===== src/rtl/data_mem_arbiter.sv =====
// data_mem_arbiter: two-port arbiter/sequencer in front of data_memory.
// Port 0 (MEM stage) has priority; port 1 (debug/DMA loader) is guaranteed a
// slot after STARVE_MAX consecutive denials. Three-stage flow per access:
//   G (grant + register cmd) -> A (drive mem_*, sample rdata) -> D (done pulse)
// A new access may be granted every cycle.
// Optional build macro DMA_ADDR_CHECK_EN: accesses outside [ADDR_LO, ADDR_HI]
// are not issued to memory and complete with err=1.
module data_mem_arbiter #(
  parameter int              AW         = 32,
  parameter int              DW         = 32,
  parameter int              STARVE_MAX = 4,
  parameter logic [AW-1:0]   ADDR_LO    = AW'(32'h7fff_feff),
  parameter logic [AW-1:0]   ADDR_HI    = AW'(32'h7fff_ffff)
) (
  input  logic          clk,
  input  logic          rst_n,
  // port 0: pipeline MEM stage
  input  logic          p0_req,
  input  logic          p0_we,
  input  logic [AW-1:0] p0_addr,
  input  logic [DW-1:0] p0_wdata,
  output logic          p0_gnt,
  output logic          p0_done,
  output logic [DW-1:0] p0_rdata,
  output logic          p0_err,
  // port 1: debug/DMA loader
  input  logic          p1_req,
  input  logic          p1_we,
  input  logic [AW-1:0] p1_addr,
  input  logic [DW-1:0] p1_wdata,
  output logic          p1_gnt,
  output logic          p1_done,
  output logic [DW-1:0] p1_rdata,
  output logic          p1_err,
  // data_memory side
  output logic          mem_we,
  output logic [AW-1:0] mem_addr,
  output logic [DW-1:0] mem_wdata,
  input  logic [DW-1:0] mem_rdata
);

  localparam int         STAGES     = 2;               // A and D behind G
  localparam logic [3:0] STARVE_LIM = 4'(STARVE_MAX);

`ifdef DMA_ADDR_CHECK_EN
  localparam logic ADDR_CHECK = 1'b1;
`else
  // No range check: err is constant 0 and every access is issued.
  localparam logic ADDR_CHECK = 1'b0;
`endif

  typedef struct packed {
    logic          port;   // 0 = port 0, 1 = port 1
    logic          we;
    logic          err;    // out-of-range, suppresses the memory access
    logic [AW-1:0] addr;
    logic [DW-1:0] wdata;
  } cmd_t;

  logic              gnt0, gnt1;
  cmd_t              g_cmd;

  logic [3:0]        starve_cnt_q, starve_cnt_d;
  logic [STAGES-1:0] vld_pipe_q, vld_pipe_d;   // [0] = A occupied, [1] = D occupied
  cmd_t              a_cmd_q, a_cmd_d;
  logic              d_port_q, d_port_d;
  logic              d_err_q, d_err_d;
  logic [DW-1:0]     d_rdata_q, d_rdata_d;

  // Arbitration: port 0 first unless port 1 has waited STARVE_MAX cycles.
  always_comb begin
    gnt0 = rst_n & p0_req & (starve_cnt_q < STARVE_LIM);
    gnt1 = rst_n & p1_req & ~gnt0;
  end

  assign p0_gnt = gnt0;
  assign p1_gnt = gnt1;

  // Select the winning command and tag it with its range-check result.
  always_comb begin
    g_cmd       = '0;
    g_cmd.port  = gnt1;
    g_cmd.we    = gnt1 ? p1_we    : p0_we;
    g_cmd.addr  = gnt1 ? p1_addr  : p0_addr;
    g_cmd.wdata = gnt1 ? p1_wdata : p0_wdata;
    g_cmd.err   = ADDR_CHECK & ((g_cmd.addr < ADDR_LO) | (g_cmd.addr > ADDR_HI));
  end

  // Starvation counter: counts port-1 denials, clears on grant or idle.
  always_comb begin
    starve_cnt_d = starve_cnt_q;
    if (!p1_req || gnt1)
      starve_cnt_d = '0;
    else if (starve_cnt_q < STARVE_LIM)
      starve_cnt_d = starve_cnt_q + 4'd1;
  end

  // Pipeline advance: G -> A holds the cmd (mem_addr/mem_wdata hold when idle),
  // A -> D captures read data or zero for writes and faulted accesses.
  always_comb begin
    vld_pipe_d = {vld_pipe_q[0], gnt0 | gnt1};
    a_cmd_d    = a_cmd_q;
    if (gnt0 | gnt1)
      a_cmd_d = g_cmd;
    d_port_d  = a_cmd_q.port;
    d_err_d   = vld_pipe_q[0] & a_cmd_q.err;
    d_rdata_d = '0;
    if (vld_pipe_q[0] && !a_cmd_q.we && !a_cmd_q.err)
      d_rdata_d = mem_rdata;
  end

  // State registers with synchronous active-low reset; reset discards all in-flight work.
  always_ff @(posedge clk) begin
    if (!rst_n) begin
      starve_cnt_q <= '0;
      vld_pipe_q   <= '0;
      a_cmd_q      <= '0;
      d_port_q     <= 1'b0;
      d_err_q      <= 1'b0;
      d_rdata_q    <= '0;
    end else begin
      starve_cnt_q <= starve_cnt_d;
      vld_pipe_q   <= vld_pipe_d;
      a_cmd_q      <= a_cmd_d;
      d_port_q     <= d_port_d;
      d_err_q      <= d_err_d;
      d_rdata_q    <= d_rdata_d;
    end
  end

  // A-stage memory drive: write strobe only for an issued write.
  always_comb begin
    mem_we    = vld_pipe_q[0] & a_cmd_q.we & ~a_cmd_q.err;
    mem_addr  = a_cmd_q.addr;
    mem_wdata = a_cmd_q.wdata;
  end

  // D-stage completion routed to the owning port; the other port sees zeros.
  always_comb begin
    p0_done  = vld_pipe_q[1] & ~d_port_q;
    p1_done  = vld_pipe_q[1] &  d_port_q;
    p0_rdata = p0_done ? d_rdata_q : '0;
    p1_rdata = p1_done ? d_rdata_q : '0;
    p0_err   = p0_done & d_err_q;
    p1_err   = p1_done & d_err_q;
  end

endmodule


===== config.mk =====
export PLATFORM = sky130hd
export DESIGN_NAME = data_mem_arbiter
export DESIGN_NICKNAME = d
export VERILOG_FILES = /design/src/rtl/data_mem_arbiter.sv
export SDC_FILE = /design/constraint.sdc
export NUM_CORES = 1
export LEC_CHECK = 0
export ABC_AREA = 1
export CAP_MARGIN = 20
export CORE_AREA = 4 4 130 132
export CTS_CLUSTER_DIAMETER = 50
export DETAILED_ROUTE_END_ITERATION = 16
export DIE_AREA = 0 0 134 136
export HOLD_SLACK_MARGIN = 0.05
export PLACE_DENSITY = 0.77
export SLEW_MARGIN = 20
export SYNTH_ARGS = -nofsm -noshare
export SYNTH_HDL_FRONTEND = slang
export SYNTH_SLANG_ARGS = --single-unit
export TNS_END_PERCENT = 100

===== constraint.sdc =====
create_clock -name clk -period 1.35 [get_ports clk]
set_input_delay 0.3375 -clock clk [delete_from_list [all_inputs] [get_ports clk]]
set_output_delay 0.3375 -clock clk [all_outputs]
set_load 0.005 [all_outputs]

== Word level (Yosys, flattened, before mapping) ==
Cells that the tools add are included.

* Bits in registers: 105
* Input port bits: 166
* Logic and storage cells: 32

* Add/subtract/negate cells: 1
* Order comparisons: 1
* Mux-type cells: 5
* Bitwise gates (word level): 11
* Reductions and logical operators: 6

{| class="wikitable"
|+ Operators with widths
! cell !! count
|-
| 32-bit two-way mux || 4
|-
| 1-bit AND || 7
|-
| 4-bit by 1-bit adder with 4-bit output (second input constant) || 1
|-
| 4-bit by 3-bit < comparator with 1-bit output (second input constant) || 1
|-
| 1-bit inverter || 3
|-
| 1-bit zero test || 2
|-
| 2-bit AND reduction || 1
|-
| 2-bit OR reduction || 1
|-
| 1-bit logical AND || 1
|-
| 1-bit logical OR || 1
|-
| 1-bit two-way mux || 1
|-
| 1-bit bitwise OR || 1
|}

== Depth between registers and ports, before layout ==
* Word-level depth: 6
* Gate-level depth with buffers: 9

== Worst setup path before layout ==
No wires, ideal clock.

* Kind: in2out
* Start: in rst_n
* End: out p1_gnt
* Data arrival time: 1.012 ns
* Slack: 0.001 ns
* Stages on the path: 7
* Cell sequence: buf_6 nand2_2 inv_1 nand2_2 buf_6 buf_8 inv_1

* Cells in the longest elaborated chain, start to end: 4
* Elaborated cells between the ends (all ways): 5
* Those cells by class: bitwise: 5

{| class="wikitable"
|+ Ends and longest elaborated chain
! what !! line !! source
|-
| from (decl) || 16 || <nowiki>input logic rst_n,</nowiki>
|-
| 1-bit AND (2 in a row) || 72 || <nowiki>gnt0 = rst_n & p0_req & (starve_cnt_q < STARVE_LIM);</nowiki>
|-
| 1-bit inverter || 73 || <nowiki>gnt1 = rst_n & p1_req & ~gnt0;</nowiki>
|-
| 1-bit AND (*) || 73 ||
|-
| to (decl) || 31 || <nowiki>output logic p1_gnt,</nowiki>
|}

Every way passes the cells marked *; elsewhere a longest branch is shown, timed or not.

== Final worst setup path ==
* Start: reg vld_pipe_q[1]
* End: out p1_rdata[2]

* Cells in the longest elaborated chain, start to end: 2

{| class="wikitable"
|+ Ends and longest elaborated chain
! what !! line !! source
|-
| from (decl) || 64 || <nowiki>logic [STAGES-1:0] vld_pipe_q, vld_pipe_d;</nowiki>
|-
| from (signal assigned) || 123 || <nowiki>vld_pipe_q <= vld_pipe_d;</nowiki>
|-
| 1-bit AND || 141 || <nowiki>p1_done = vld_pipe_q[1] & d_port_q;</nowiki>
|-
| 32-bit two-way mux || 143 || <nowiki>p1_rdata = p1_done ? d_rdata_q : '0;</nowiki>
|-
| to (decl) || 33 || <nowiki>output logic [DW-1:0] p1_rdata,</nowiki>
|}

No other way between the ends.

==> tab_implementation.tex <==
\begin{tabular}{lr}
\hline
Metric & Value \\
\hline
\multicolumn{2}{l}{\textbf{Outcome}} \\
\quad Status & finished, violations left \\
\quad Failing checks & setup timing \\
\multicolumn{2}{l}{\textbf{Routing}} \\
\quad Average vias per placed instance & between 4 and 5 \\
\quad Wirelength, routed & 18.04 mm \\
\quad Routed length per instance & between 10 and 15 um \\
\quad Total via count in the routed design & 5504 \\
\quad Post-DRT Antenna Nets & 0 \\
\quad First-pass iteration count of the detailed router & 4 \\
\quad Post-detailed-route DRC marker count & 0 \\
\quad Drt first-iter violations & 232 \\
\multicolumn{2}{l}{\textbf{Final layout}} \\
\quad Filler cells & 1522 \\
\quad Fraction of final layout cells sized beyond drive strength 1 & 21.30\% \\
\quad Most frequent cells in the layout & 162 x sky130\_fd\_sc\_hd\_\_clkdlybuf4s50\_1, 134 x sky130\_fd\_sc\_hd\_\_inv\_1, 109 x sky130\_fd\_sc\_hd\_\_nand2\_1 \\
\quad Commonest non-fill, non-tap cell in the layout & sky130\_fd\_sc\_hd\_\_clkdlybuf4s50\_1 \\
\quad Synth-to-Final Area Change & 54.69\% \\
\quad Antenna diode count & 0 \\
\quad Final layout net count & 1197 \\
\multicolumn{2}{l}{\textbf{Logic synthesis}} \\
\quad Number of warnings printed during yosys synthesis & 0 \\
\quad Unique cell type count in the Yosys netlist & 21 \\
\quad Post-synthesis area per instance & 6.884 um\^{}2 \\
\quad Synthesized area & 5542 um\^{}2 \\
\quad Cells after synthesis & 805 \\
\quad Flip-flop and latch count after synthesis & around 110 \\
\quad Proportion of synthesized chip area in sequential cells & 37.93\% \\
\multicolumn{2}{l}{\textbf{Timing}} \\
\quad Final Hold Vio Count & 0 \\
\quad Timing-limited maximum frequency & $\sim$0.6 GHz \\
\quad Total setup violations reported at the end of the flow & slightly below 70 \\
\quad Unrepaired setup endpoints after global routing & true \\
\quad Final cycle utilization of the critical path & 122.1\% \\
\quad Post-layout min period & 1648 ps \\
\quad Pins Over Slew Limit & 0 \\
\quad Min setup slack post-route & -298.0 ps \\
\quad Clock skew after layout & 6.410 ps \\
\multicolumn{2}{l}{\textbf{CTS}} \\
\quad Number of clock buffers inserted by TritonCTS & 9 \\
\quad H-tree depth & 3 \\
\quad Register clock-pin slew on the reported worst setup and hold paths & 70 ps \\
\quad Clk sinks & around 110 \\
\quad Quantity of hold-fixing buffers added after cts & 0 \\
\quad Buffer levels on the longest clock path & 2 \\
\quad CTS root buffer & sky130\_fd\_sc\_hd\_\_clkbuf\_16 \\
\quad Clock tree from TritonCTS & done \\
\quad Clock latency on the worst-skew pair & 340 ps \\
\multicolumn{2}{l}{\textbf{Worst hold path}} \\
\quad Type of the worst min-delay path & flip-flop to flip-flop \\
\multicolumn{2}{l}{\textbf{Setup path}} \\
\quad Largest stage delay on the critical path & 330 ps \\
\quad Cell type of the slowest stage on the worst timing path & sky130\_fd\_sc\_hd\_\_dfxtp\_2 \\
\quad List of cells traversed by the critical path & buf\_4 -> nand2\_8 -> buf\_12 -> nor2\_2 -> clkdlybuf4s15\_2 \\
\quad Kind of start point of the critical path & flip-flop \\
\quad CP endpoint kind & output port \\
\quad Worst Path Arrival & 1310 ps \\
\quad Worst-path maximum fanout & 5 \\
\quad Worst setup path class & flip-flop to output port \\
\quad Critical Path RT & approximately 1000 ps \\
\multicolumn{2}{l}{\textbf{Power and ir drop}} \\
\quad Leakage component of the power & 4.217 nW \\
\quad Combinational cell fraction of total power & 22.5\% \\
\quad Switch share & roughly a quarter \\
\quad Relative contribution of the clock network to total power & around a third \\
\quad Post-layout total power & 0.007763 W \\
\quad Peak supply drop & roughly 0.83 mV \\
\quad Share of total power in sequential cells & 43.9\% \\
\quad Power per cell area & between 900 and 1000 nW/um\^{}2 \\
\quad Switching power summed over all nets & 0.002005 W \\
\quad Internal Pwr Total & 0.005759 W \\
\multicolumn{2}{l}{\textbf{Floorplanning}} \\
\quad Vert. Die Dim & 136 um \\
\quad Row count & 46 \\
\quad Die Footprint & 18220 um\^{}2 \\
\quad I/O pin cnt & 301 \\
\quad Area inside the core boundary & roughly 16000 um\^{}2 \\
\quad X dimension of the die & 134 um \\
\quad Starting utilization of the core area & 35.27\% \\
\multicolumn{2}{l}{\textbf{GRT}} \\
\quad Via count of the first global-routing pass & 5011 \\
\quad Largest net degree at the start of global routing & 67 \\
\quad Global-route usage over all layers & 17.58\% \\
\quad Global route overflow & 0 \\
\quad Wire length of the first global-routing pass & 25.72 mm \\
\quad Number of antenna violations at the first check in global routing & 0 \\
\multicolumn{2}{l}{\textbf{Place}} \\
\quad Pre-CTS setup slack & -563.3 ps \\
\quad Routability-driven placement congestion ratio & a little under 0.8 \\
\quad Detailed placer's ending HPWL & about 12 mm \\
\quad I/O Buffers & a little under 300 \\
\multicolumn{2}{l}{\textbf{Job}} \\
\quad MaxCap Viol Count & 0 \\
\hline
\end{tabular}
## stage by stage
step                hold slack, ps  utilization, %  instance area, um^2  cells  TNS [ps]
floorplan                    399.0               -                 5549    807         0
global placement             414.7           52.08                 8183   1220    -53240
detailed placement           423.3           52.08                 8183   1220    -54510
CTS                          433.3           52.83                 8302   1241    -16870
global route                 450.2           54.55                 8572   1249    -21250
finish                       430.7           54.55                 8572   1249    -16300
## synth_stat cells, drive strengths merged
library cell	n	area share [%]
nand2	142	11
inv	139	9.4
dfxtp	105	38
nor2	100	6.8
buf	93	13
a21oi	68	7.5
o21ai	66	6.0
nand3	65	5.9
clkbuf	25	1.7
conb	1	0.068
ha	1	0.23
## path summary, 6_finish.rpt
kind | from | end | slack (ps) | cells after the start
min reg2reg | starve_cnt_q[0] | starve_cnt_q[0] | 430 | 1
max | vld_pipe_q[1] | p1_rdata[2] | -300 | 5
min | starve_cnt_q[0] | starve_cnt_q[0] | 430 | 1
max reg2reg | starve_cnt_q[3] | mem_wdata[6] | 70 | 7
## cell type report
cell class | count | area (um^2) | share of cell area (%)
repair buffers | 330 | 3137 | 36.59
multi-input cells | 445 | 2243 | 26.17
flip-flops and latches | 105 | 2112 | 24.64
inverters | 139 | 524.3 | 6.116
well taps | 216 | 270.3 | 3.153
clock buffers | 11 | 242.7 | 2.832
clock inverters | 3 | 42.54 | 0.4963
## what timing repair did
action	4_1_cts	5_1_grt
resized for setup	373	48
buffers inserted	7	1
setup endpoints to repair	198	134
pin swaps	5	3
endpoints found under the hold margin	0	0
cloned	3	7
## cell families (layout without fill, tap and decap cells)
| group | after synthesis | count (layout) | synth area share (%) |
|---|---|---|---|
| other cells | 1 | 3 | 0.06767 |
| buf+inv | 257 | 483 | 24.48 |
| fa+ha+maj | 1 | 1 | 0.2257 |
| flops | 105 | 105 | 37.93 |
| compound gates | 134 | 134 | 13.46 |
| simple gates | 307 | 307 | 23.84 |
## layer usage
metal / vias up / track usage [%] / wire, um
met4: 0 / 6.000 / 394
met3: 21 / 5.366 / 1398
met2: 199 / 30.54 / 8831
met1: 2469 / 20.65 / 7413
met5: - / 0 / 0
li1: 2815 / - / -
## power groups by stage
stage          Sequential (W)  Clock [W]  Combinational (W)
2_1_floorplan         0.00346          0           0.000981
5_1_grt               0.00343    0.00281            0.00192
3_3_place_gp          0.00347          0            0.00172
6_report              0.00341    0.00261            0.00174
4_1_cts               0.00341    0.00273            0.00168
3_5_place_dp          0.00348          0            0.00174
## critical path, delay by kind of cell (launching register included)
kind	cells	cell delay [ps]
buffers and inverters	3	480
AND/OR/NAND/NOR	2	150
flip-flops	1	330
## state kept, by name, indices dropped and copies added (netlist names)
signal / cells
mem_addr: 32
d_port_d: 1
mem_wdata: 32
vld_pipe_q: 2
starve_cnt_q: 4
d_port_q: 1
a_cmd_q: 1
d_rdata_q: 32
Power figures use the tool's default switching activity.
